`config.mk`:
```
export PLATFORM = sky130hd
export DESIGN_NAME = immediate_generate_pipe
export DESIGN_NICKNAME = d
export VERILOG_FILES = /design/src/rtl/imm_gen_pkg.sv /design/src/rtl/immediate_decode_comb.sv /design/src/rtl/immediate_generate_pipe.sv
export SDC_FILE = /design/constraint.sdc
export NUM_CORES = 1
export LEC_CHECK = 0
export BUFFER_PORTS_ARGS = -buffer_cell sky130_fd_sc_hd__buf_2
export CAP_MARGIN = 5
export CORE_UTILIZATION = 50
export DETAILED_ROUTE_END_ITERATION = 6
export HOLD_SLACK_MARGIN = 0.12
export PLACE_DENSITY_LB_ADDON = 0.12
export SKIP_LAST_GASP = 1
export SLEW_MARGIN = 20
export SYNTH_ARGS = -nofsm -noshare
export SYNTH_HDL_FRONTEND = slang
export SYNTH_HIERARCHICAL = 1
export SYNTH_SLANG_ARGS = --single-unit
```
`constraint.sdc`:
```
create_clock -name CLK -period 10.35 [get_ports CLK]
set_input_delay 0.5175 -clock CLK [delete_from_list [all_inputs] [get_ports CLK]]
set_output_delay 0.5175 -clock CLK [all_outputs]
set_load 0.01 [all_outputs]
```
`src/rtl/imm_gen_pkg.sv`:
```
// Shared encodings for the ID-stage immediate generator.
// Holds the immediate-select codes, field widths and the pipe control states.
package imm_gen_pkg;

    localparam int IMM_SEL_W  = 3;
    localparam int INSTR_HI_W = 25;   // instruction[31:7]

    localparam logic [IMM_SEL_W-1:0] IMM_SEL_U  = 3'b000;
    localparam logic [IMM_SEL_W-1:0] IMM_SEL_J  = 3'b001;
    localparam logic [IMM_SEL_W-1:0] IMM_SEL_S  = 3'b010;
    localparam logic [IMM_SEL_W-1:0] IMM_SEL_B  = 3'b011;
    localparam logic [IMM_SEL_W-1:0] IMM_SEL_I  = 3'b100;
    localparam logic [IMM_SEL_W-1:0] IMM_SEL_SH = 3'b101;
    localparam logic [IMM_SEL_W-1:0] IMM_SEL_IU = 3'b110;
    localparam logic [IMM_SEL_W-1:0] IMM_SEL_Z  = 3'b111;

    // Occupancy of the output register / skid buffer pair.
    typedef enum logic [1:0] {
        ST_EMPTY = 2'b00,   // output register invalid
        ST_ONE   = 2'b01,   // output valid, skid empty
        ST_FULL  = 2'b10    // output and skid valid
    } pipe_state_e;

endpackage

```
`src/rtl/immediate_decode_comb.sv`:
```
// Purely combinational immediate extraction from instruction[31:7].
// Field positions are written in terms of the 25-bit slice: instr[k-7] is i[k].
// Optional feature: define ZICSR_IMM_EN to make select 111 return the CSR zimm;
// otherwise 111 yields zero with sel_err set.
module immediate_decode_comb
    import imm_gen_pkg::*;
#(
    parameter int XLEN = 32
) (
    input  logic [INSTR_HI_W-1:0] instr,
    input  logic [IMM_SEL_W-1:0]  sel,
    output logic [XLEN-1:0]       imm,
    output logic                  sel_err
);

    // Select and extend the immediate for the requested format.
    always_comb begin
        // NOTE: every output gets a default first so no branch can infer a latch.
        imm     = '0;
        sel_err = 1'b0;
        case (sel)
            // U: i[31:12] << 12
            IMM_SEL_U:  imm = XLEN'($signed({instr[24:5], 12'b0}));
            // J: {i[31], i[19:12], i[20], i[30:21], 0}
            IMM_SEL_J:  imm = XLEN'($signed({instr[24], instr[12:5], instr[13],
                                             instr[23:14], 1'b0}));
            // S: {i[31:25], i[11:7]}
            IMM_SEL_S:  imm = XLEN'($signed({instr[24:18], instr[4:0]}));
            // B: {i[31], i[7], i[30:25], i[11:8], 0}
            IMM_SEL_B:  imm = XLEN'($signed({instr[24], instr[0], instr[23:18],
                                             instr[4:1], 1'b0}));
            // I: i[31:20]
            IMM_SEL_I:  imm = XLEN'($signed(instr[24:13]));
            // Shift amount width follows XLEN: i[24:20] or i[25:20].
            IMM_SEL_SH: begin
                if (XLEN == 32) imm = XLEN'(instr[17:13]);
                else            imm = XLEN'(instr[18:13]);
            end
            // IU: i[31:20] zero-extended
            IMM_SEL_IU: imm = XLEN'(instr[24:13]);
            IMM_SEL_Z: begin
`ifdef ZICSR_IMM_EN
                // CSR zimm lives in the rs1 field i[19:15].
                imm = XLEN'(instr[12:8]);
`else
                sel_err = 1'b1;
`endif
            end
            default: sel_err = 1'b1;
        endcase
    end

endmodule

```
`src/rtl/immediate_generate_pipe.sv`:
```
// Registered, valid/ready immediate generator for the ID stage.
// One output register plus one skid entry: IN_READY is registered and never
// depends combinationally on OUT_READY, yet no entry is lost or duplicated.
// Optional feature: ZICSR_IMM_EN (see immediate_decode_comb) enables the CSR zimm.
module immediate_generate_pipe
    import imm_gen_pkg::*;
#(
    parameter int XLEN  = 32,
    parameter int TAG_W = 32
) (
    input  logic                  CLK,
    input  logic                  RESET,
    input  logic                  FLUSH,
    input  logic                  IN_VALID,
    output logic                  IN_READY,
    input  logic [INSTR_HI_W-1:0] IN_INSTR,
    input  logic [IMM_SEL_W-1:0]  IN_IMM_SEL,
    input  logic [TAG_W-1:0]      IN_TAG,
    output logic                  OUT_VALID,
    input  logic                  OUT_READY,
    output logic [XLEN-1:0]       OUT_IMM,
    output logic [TAG_W-1:0]      OUT_TAG,
    output logic                  OUT_SEL_ERR
);

    if (XLEN != 32 && XLEN != 64) begin : g_bad_xlen
        $error("immediate_generate_pipe: XLEN must be 32 or 64");
    end

    pipe_state_e       state;
    logic [XLEN-1:0]   dec_imm;
    logic              dec_err;
    logic [XLEN-1:0]   skid_imm;
    logic [TAG_W-1:0]  skid_tag;
    logic              skid_err;
    logic              push;
    logic              pop;
    logic              skid_load;

    immediate_decode_comb #(
        .XLEN (XLEN)
    ) u_decode (
        .instr   (IN_INSTR),
        .sel     (IN_IMM_SEL),
        .imm     (dec_imm),
        .sel_err (dec_err)
    );

    assign push      = IN_VALID && IN_READY;
    assign pop       = OUT_VALID && OUT_READY;
    // Only ONE with accept and no pop parks the new entry in the skid.
    assign skid_load = (state == ST_ONE) && push && !pop;

    // Skid payload capture; only written when an entry must be parked.
    always_ff @(posedge CLK) begin
        // NOTE: payload needs no reset; its validity is tracked by state.
        if (skid_load) begin
            skid_imm <= dec_imm;
            skid_tag <= IN_TAG;
            skid_err <= dec_err;
        end
    end

    // Occupancy control and registered output stage.
    always_ff @(posedge CLK) begin
        // NOTE: all state uses non-blocking assignments so every register
        // samples pre-edge values regardless of statement order.
        if (RESET || FLUSH) begin
            state       <= ST_EMPTY;
            OUT_VALID   <= 1'b0;
            OUT_IMM     <= '0;
            OUT_TAG     <= '0;
            OUT_SEL_ERR <= 1'b0;
            IN_READY    <= 1'b1;
        end else begin
            case (state)
                ST_EMPTY: begin
                    if (push) begin
                        OUT_VALID   <= 1'b1;
                        OUT_IMM     <= dec_imm;
                        OUT_TAG     <= IN_TAG;
                        OUT_SEL_ERR <= dec_err;
                        state       <= ST_ONE;
                    end
                end
                ST_ONE: begin
                    if (push && pop) begin
                        OUT_IMM     <= dec_imm;
                        OUT_TAG     <= IN_TAG;
                        OUT_SEL_ERR <= dec_err;
                    end else if (push) begin
                        IN_READY    <= 1'b0;
                        state       <= ST_FULL;
                    end else if (pop) begin
                        OUT_VALID   <= 1'b0;
                        state       <= ST_EMPTY;
                    end
                end
                ST_FULL: begin
                    if (pop) begin
                        OUT_IMM     <= skid_imm;
                        OUT_TAG     <= skid_tag;
                        OUT_SEL_ERR <= skid_err;
                        IN_READY    <= 1'b1;
                        state       <= ST_ONE;
                    end
                end
                default: begin
                    state       <= ST_EMPTY;
                    OUT_VALID   <= 1'b0;
                    IN_READY    <= 1'b1;
                end
            endcase
        end
    end

endmodule
```
==> results of run 1 <==
==> per-stage QoR <==
| stage | instance area (µm²) | setup WS, ns | power, mW |
|---|---|---|---|
| 2_1_floorplan | 6340 | 4.17 | 0.708 |
| 3_5_place_dp | 6900 | 7.47 | 0.751 |
| 6_report | 7530 | 7.73 | 1.35 |
| 3_3_place_gp | 6900 | 7.59 | 0.748 |
| 5_1_grt | 7530 | 7.59 | 1.40 |
| 4_1_cts | 7510 | 7.69 | 1.36 |
==> final cells by class <==
class,instances,area (µm²),share of cell area (%)
flip-flops and latches,134,3330,44.3
multi-input cells,283,2650,35.1
repair buffers,139,728,9.68
clock buffers,22,474,6.30
well taps,168,210,2.79
clock inverters,10,128,1.70
inverters,2,7.51,0.0998
==> cell families after synthesis <==
logic type             count (synthesis)
AND/OR/NAND/NOR                       43
multiplexers                          74
buffers and inverters                 60
AO/OA/AOI/OAI                        166
flip-flops                           134
==> flip-flops by register name (all words and copies together) (netlist names) <==
name         count
IN_READY         1
OUT_IMM         32
OUT_SEL_ERR      1
OUT_TAG         32
OUT_VALID        1
skid_err         1
skid_imm        32
skid_tag        32
state            2
==> critical path, cell delays in order (launching register included) <==
cell and delay (ns):
dfxtp_1 0.47, nor2b_4 0.70, buf_4 0.79, mux2i_1 0.36, a211oi_2 0.10
==> power by group <==
group / leakage (nW) / switching (mW) / total [mW] / internal [mW]
Clock: 0.291 / 0.215 / 0.609 / 0.395
Sequential: 1.16 / 0.00980 / 0.587 / 0.578
Combinational: 1.21 / 0.0930 / 0.153 / 0.0604
Total: 2.66 / 0.317 / 1.35 / 1.03
==> layout by cell type (no fill, tap or decap), types with 2 or more instances in the layout <==
cell type   count
clkbuf_1        2
clkinv_1        2
nor2_1          4
a21oi_1         2
buf_4           7
clkinvlp_4      2
edfxtp_1       65
clkinv_2        3
nand2b_1       12
o21ai_2         9
clkbuf_8        3
dfxtp_1        69
buf_2         131
clkbuf_16      17
a211oi_1       80
nand2_1         4
inv_1           2
or2_4           3
a32o_1          5
nor3_2          2
mux2i_1        74
nor3b_1         7
a211oi_2       50
o221ai_2       11
bufinv_16       3
o21ai_0         2
==> per-layer routing <==
layer  wire (µm)  vias to the layer above  global-route usage, %
met4         177                        0                   7.71
met5           0                        -                      0
li1            -                     2114                      -
met3         706                       18                   6.03
met1        7130                     2217                   31.9
met2        7050                      145                   38.5
==> worst min path at each step <==
| stage | startpoint | endpoint | slack, ns | cells after the start |
|---|---|---|---|---|
| after floorplan | state[0] | state[1] | 0.54 | 2 |
| after global routing | IN_TAG[17] | skid_tag[17] | 0.28 | 1 |
| final | IN_TAG[11] | skid_tag[11] | 0.30 | 1 |
| after CTS | IN_TAG[17] | skid_tag[17] | 0.28 | 1 |
| after detailed placement | OUT_IMM[7] | OUT_IMM[7] | 0.57 | 2 |
| after global placement | OUT_IMM[30] | OUT_IMM[30] | 0.57 | 2 |
==> summary by stage, run 1 <==
Floorplan
The die boundary height is roughly 110 µm. The number of placement rows is 40. The floorplan die area is around 13000 µm².

In this run the count of I/O pins placed on the die edge is 132. In this run the standard cell core region covers between 10000 and 15000 µm². For this configuration, the core starts out at a cell density of 52.1%. From left edge to right edge, the die measures about 110 µm.

Worst setup path
In this run the critical register-to-register path is captured at OUT_IMM[20]. The kind of critical path is reg -> reg. At the worst endpoint, the required time is ~11 ns. The critical path ends at OUT_IMM[20]. Setup slack on the worst reg-to-reg path comes out at 7.73 ns. The worst register-to-register path has a depth of 4. The launch instance of the worst register-to-register path is state[1]. The worst setup path is launched from a flip-flop.

The nature of the critical path endpoint is a flip-flop. The arrival time of the worst setup path is approximately 2.9 ns. The maximum fanout encountered on the critical timing path is 48. The origin of the worst setup path is state[1].

Global routing
The initial antenna violation count is 0. The first global-routing pass estimated around 24000 µm of wire. Entering global routing, the biggest net connects 69 pins.

The overall fraction of global-route tracks in use is roughly 24%. For this run the aggregate overflow at the end of global routing stands at 0. The number of global-route vias before repair is roughly 4400.

Yosys
The number of different library cells in the post-synthesis netlist is 45. Summed over its instances, the top area cell type makes up between 30% and 40% of the synthesized netlist area. The number of storage elements in the synthesis netlist is about 130.

The fraction of registers with async set/reset is 0%. After synthesis, the most frequently instantiated cells are 80 x a211oi_1, 74 x mux2i_1, 69 x dfxtp_1. The mapped cell area is 6340 µm². In the synthesized netlist, mux cells make up between 10% and 20% of the area. For this run, the leading register cell type out of synthesis is dfxtp_1. Counting every instance in the synthesized netlist gives between 400 and 500. The biggest area contributor in the post-synthesis netlist is edfxtp_1. The number of enable-type register cells in the synthesized netlist is between 60 and 70. The combinational family with the most area after synthesis is compound AO/OA/AOI/OAI gates. The post-synth net total is ~540. Yosys printed 6 warnings. Of the total synthesized cell area, the portion taken by AND, OR, NAND and NOR gates is roughly 4.4%. The xor/xnor cell area share of the yosys netlist is 0%. The most frequently used cell type in the post-synthesis netlist is a211oi_1. After synthesis, the cell types taking the most area are edfxtp_1 31%, dfxtp_1 22%, mux2i_1 12%. The sequential share of the synthesized area is between 50% and 60%. Summing the areas of all fa, ha and maj instances in the mapped netlist gives 0% of the synthesized area.

Summing the areas of all compound-gate instances in the mapped netlist gives between 20% and 30% of the synthesized area. The mean area per synthesized cell is roughly 13 µm².

Detailed routing
The post-route antenna net violation count is 0. For this run, the detailed router's first-pass iteration total came to 6. The detailed router finished its first iteration with between 200 and 300 violations. The routed via count divided by cell count is approximately 6. In the routed design, unresolved DRC markers number 0. For this block, the via count after detailed routing is 4494.

The final wirelength is ~15000 µm. The average routed wire per standard cell is 19.9 µm.

Clock network
In this run, post-CTS hold repair placed 0 buffers. The number of buffers created by CTS is 17. The clock drives approximately 130 sinks. The longest clock path from root to sink contains 2 buffers. The clock latency reported for the late side of the worst-skew pair is about 0.42 ns. The number of resized instances in the post-cts repair step is 0.

The clock root buffer master is clkbuf_16. Clock-pin slew was measured on the worst setup and hold paths at ~0.060 ns. TritonCTS built the clock tree. After clock tree synthesis, the setup repair step added 0 buffers.

The count of H-tree levels built during CTS is 4.

Power and ir drop
The static leakage is roughly 2.7 nW. The areal power density over the cells is about 180 nW/µm². The worst-case IR drop observed on VDD is roughly 0.11 mV.

Timing
The final hold violation count is 0. The share of the cycle needed by the critical path after routing is between 20% and 30%. The tightest hold margin is a little under 0.3 ns. Setup violations remaining at the end of the flow were counted as 0. The worst-margin pin slew is 1.00 ns.

Subtracting the final worst setup slack from the clock period gives 2.62 ns. Static timing analysis puts the maximum clock frequency at between 0.3 and 0.4 GHz. The total negative setup slack is 0 ns. The number of max-slew violations in the final report is 0.

In this run the tightest slew margin relative to its limit is around a third. Setup repair after global routing left no endpoint under its margin. The maximum clock skew at final layout is approximately 0.0063 ns.

Run
Across the run, the number of max-cap violations was 0.

Placed design
The post-DP HPWL is between 8000 and 9000 µm. Buffers placed on the I/O ports in this run total roughly 130. The final weighted congestion of routability-driven global placement is ~0.77. Once placement completed, the tool counted placed cells totaling 725.

Finish
The final design utilization is 61.9%. The total inserted antenna cells is 0. The fraction of final layout cells sized beyond drive strength 1 is 41.9%.

The count of placed standard cells in the final layout, fillers left out is approximately 760. The post-layout net count is between 600 and 700. The count of filler cells inserted in the layout is between 900 and 1000. Relative to the synthesized area, the layout overhead comes to 18.7%.

Run status
The run finished with clean final reports.

Hold path
The min-delay analysis places its worst path in the category in -> reg.
Power figures use the tool's default switching activity.
==> run 2, diff against run 1 <==
==> constraint.sdc (replaced) <==
create_clock -name CLK -period 2.5 [get_ports CLK]
set_input_delay 0.125 -clock CLK [delete_from_list [all_inputs] [get_ports CLK]]
set_output_delay 0.125 -clock CLK [all_outputs]
set_load 0.01 [all_outputs]
==> summary by stage, run 2 (same netlist as run 1, synthesis figures left out) <==
Clock network
The clock latency reported for the late side of the worst-skew pair was 0.42 ns (about the same). The number of buffers created by CTS is 17 (unchanged). The clock tree from TritonCTS is built (unchanged). The count of H-tree levels built during CTS was 4 (unchanged).

The maximum number of buffers from clock root to sink is 2 (unchanged). The register clock-pin slew on the reported worst setup and hold paths is 0.06 ns (about the same). The TritonCTS sink count is 134 (unchanged).

The number of buffers inserted to repair setup after CTS is 0 (unchanged). The clock root buffer master is clkbuf_16 (unchanged).

Detailed routing
The routed via count divided by cell count was 5.74 (was 5.93). The number of optimization iterations in the first detailed-route pass is 4 (was 6). The post-route antenna net violation count came to 0 (unchanged).

The number of vias in the routed layout is 4673 (was 4494). The final wirelength is 15600 µm (was 15100 µm). The starting DRC count in detailed routing is 350 (was 288).

The average routed wire per standard cell came to 19.2 µm (was 19.9 µm). The post-detailed-route DRC marker count is 0 (unchanged).

Global routing
The overall fraction of global-route tracks in use is 24.5% (was 24.0%). The initial antenna violation count is 0 (unchanged). The met3 usage is 6.83% (was 6.03%). The number of global-route vias before repair came to 4717 (was 4443). The met1 capacity usage during global routing is 30.9% (was 31.9%). The maximum number of pins on one net before global-route repair is 66 (was 69). The first-pass GRT wire length is 24600 µm (was 24000 µm). The peak-usage layer in the global routing report is met2 (unchanged). The total global routing overflow came to 0 (unchanged).

The global-route met2 utilization came to 40.0% (was 38.5%).

Floorplan
The number of placement rows is 40 (unchanged). The count of pins on the block boundary was 132 (unchanged). The placeable core area is 12200 µm² (unchanged). The die boundary height is 115 µm (unchanged). The chip width is 115 µm (unchanged). The initial core utilization came to 52.1% (unchanged). The floorplan die area is 13100 µm² (unchanged).

Finish
Most frequent cells in the layout: 131 x buf_2, 80 x a211oi_1, 74 x mux2i_1, 68 x dfxtp_1, 65 x edfxtp_1 (was 131 x buf_2, 80 x a211oi_1, 74 x mux2i_1, 69 x dfxtp_1, 65 x edfxtp_1). The post-layout net count is 697 (was 642). The final design utilization is 66.9% (was 61.9%). The leading cell type in the layout, fill and taps excluded is buf_2 (unchanged). The fraction of final layout cells sized beyond drive strength 1 is 39.7% (was 41.9%). The area growth from synthesis to layout is 28.4% (was 18.7%). The count of filler cells inserted in the layout is 920 (was 959).

Worst setup path
The kind of critical path is reg -> reg (unchanged). The nature of the critical path endpoint is a flip-flop (unchanged). The arrival time of the worst setup path came to 2.37 ns (was 2.87 ns).

The critical path data required time is 2.80 ns (was 10.60 ns). Cell Chain, Critical Path: a21bo_2, buf_4, nor3b_1, o21ai_0, dlygate4sd3_1 (was nor2b_4, buf_4, mux2i_1, a211oi_2). The library cell contributing the largest single delay on the critical path was dlygate4sd3_1 (was buf_4). The maximum fanout encountered on the critical timing path came to 24 (was 48).

The largest stage delay on the critical path is 0.55 ns (was 0.79 ns). The type of element launching the critical path is a flip-flop (unchanged).

Timing
The worst-margin pin slew came to 0.768 ns (was 1.00 ns). The final hold violation count is 0 (unchanged). The maximum clock skew at final layout is 0.00779 ns (was 0.00629 ns).

The share of the cycle needed by the critical path after routing came to 82.6% (was 25.3%). The number of max-slew violations in the final report was 0 (unchanged). The total negative setup slack is 0 ns (unchanged).

The fmax is 0.485 GHz (was 0.382 GHz). The final setup slack of the worst path is 0.436 ns (was 7.73 ns). The shortest clock period the worst path allows after layout is 2.06 ns (was 2.62 ns). The worst slew margin relative to its limit is 48.8% (was 33.3%). The number of endpoints failing setup at the final stage is 0 (unchanged).

RSZ-0062 raised after global routing: no (unchanged).

Placed design
The quantity of I/O buffers inserted on ports was 131 (unchanged). The final weighted congestion of routability-driven global placement was 0.762 (was 0.765). The pre-CTS setup slack was 0.461 ns (was 7.47 ns). The post-DP HPWL is 9260 µm (was 8880 µm).

Power and ir drop
The peak ir drop on the vdd network is 0.496 mV (was 0.109 mV). The total design power is 5.79 mW (was 1.35 mW). The areal power density over the cells is 711 nW/µm² (was 179 nW/µm²). The static leakage is 2.92 nW (was 2.66 nW).

Run
The number of max-cap violations came to 0 (unchanged).

Run status
Result of the run: complete, no violations (unchanged).

Hold path
The path class of the lowest-slack min-delay path was in -> reg (unchanged).
run 2: layout make-up:
type                       instances  area, µm²  area share [%]
inverter                           2       7.51          0.0923
antenna                            1       2.50          0.0308
clock inverter                     8        118            1.45
sequential                       134       3330            41.0
multi-input combinational        283       2650            32.6
clock buffer                      24        513            6.30
tap                              168        210            2.58
timing repair buffer             194       1300            16.0
run 2: worst paths after layout:
kind               startpoint            to  slack, ns  cells past startpoint
setup / recovery     state[0]      IN_READY       0.44                      5
hold / removal    IN_INSTR[9]  skid_imm[16]       0.13                      3
hold reg to reg   OUT_TAG[24]   OUT_TAG[24]       0.58                      2
setup reg to reg     state[0]      IN_READY       0.44                      5
run 2: per-layer routing:
layer	up-vias	part of all wire, %
li1	2217	-
met1	2322	46
met2	115	48
met3	19	4.8
met4	0	1.4
met5	-	0
run 2: power by group:
part           total (mW)  switching (mW)  internal (mW)
Sequential           2.43          0.0409           2.39
Combinational       0.713           0.401          0.312
Clock                2.64           0.913           1.73
Total                5.79            1.35           4.43
run 2: critical path: cells and delay by family (launching register included):
| family | cells | cell delay [ns] |
|---|---|---|
| buf+inv | 2 | 0.83 |
| compound gates | 2 | 0.47 |
| simple gates | 1 | 0.23 |
| flops | 1 | 0.42 |
run 2: stage by stage:
| step | instances | hold slack, ns | cell area [µm²] |
|---|---|---|---|
| after floorplan | 477 | 0.224 | 6360 |
| after global placement | 732 | 0.317 | 7010 |
| after detailed placement | 732 | 0.317 | 7010 |
| after CTS | 812 | 0.122 | 8130 |
| after global routing | 813 | 0.137 | 8140 |
| final | 814 | 0.132 | 8140 |
run 2: what timing repair did:
item | in CTS | in global routing
hold endpoints to repair | 74 | 1
gates resized for setup | 0 | 0
hold buffers | 48 | 1
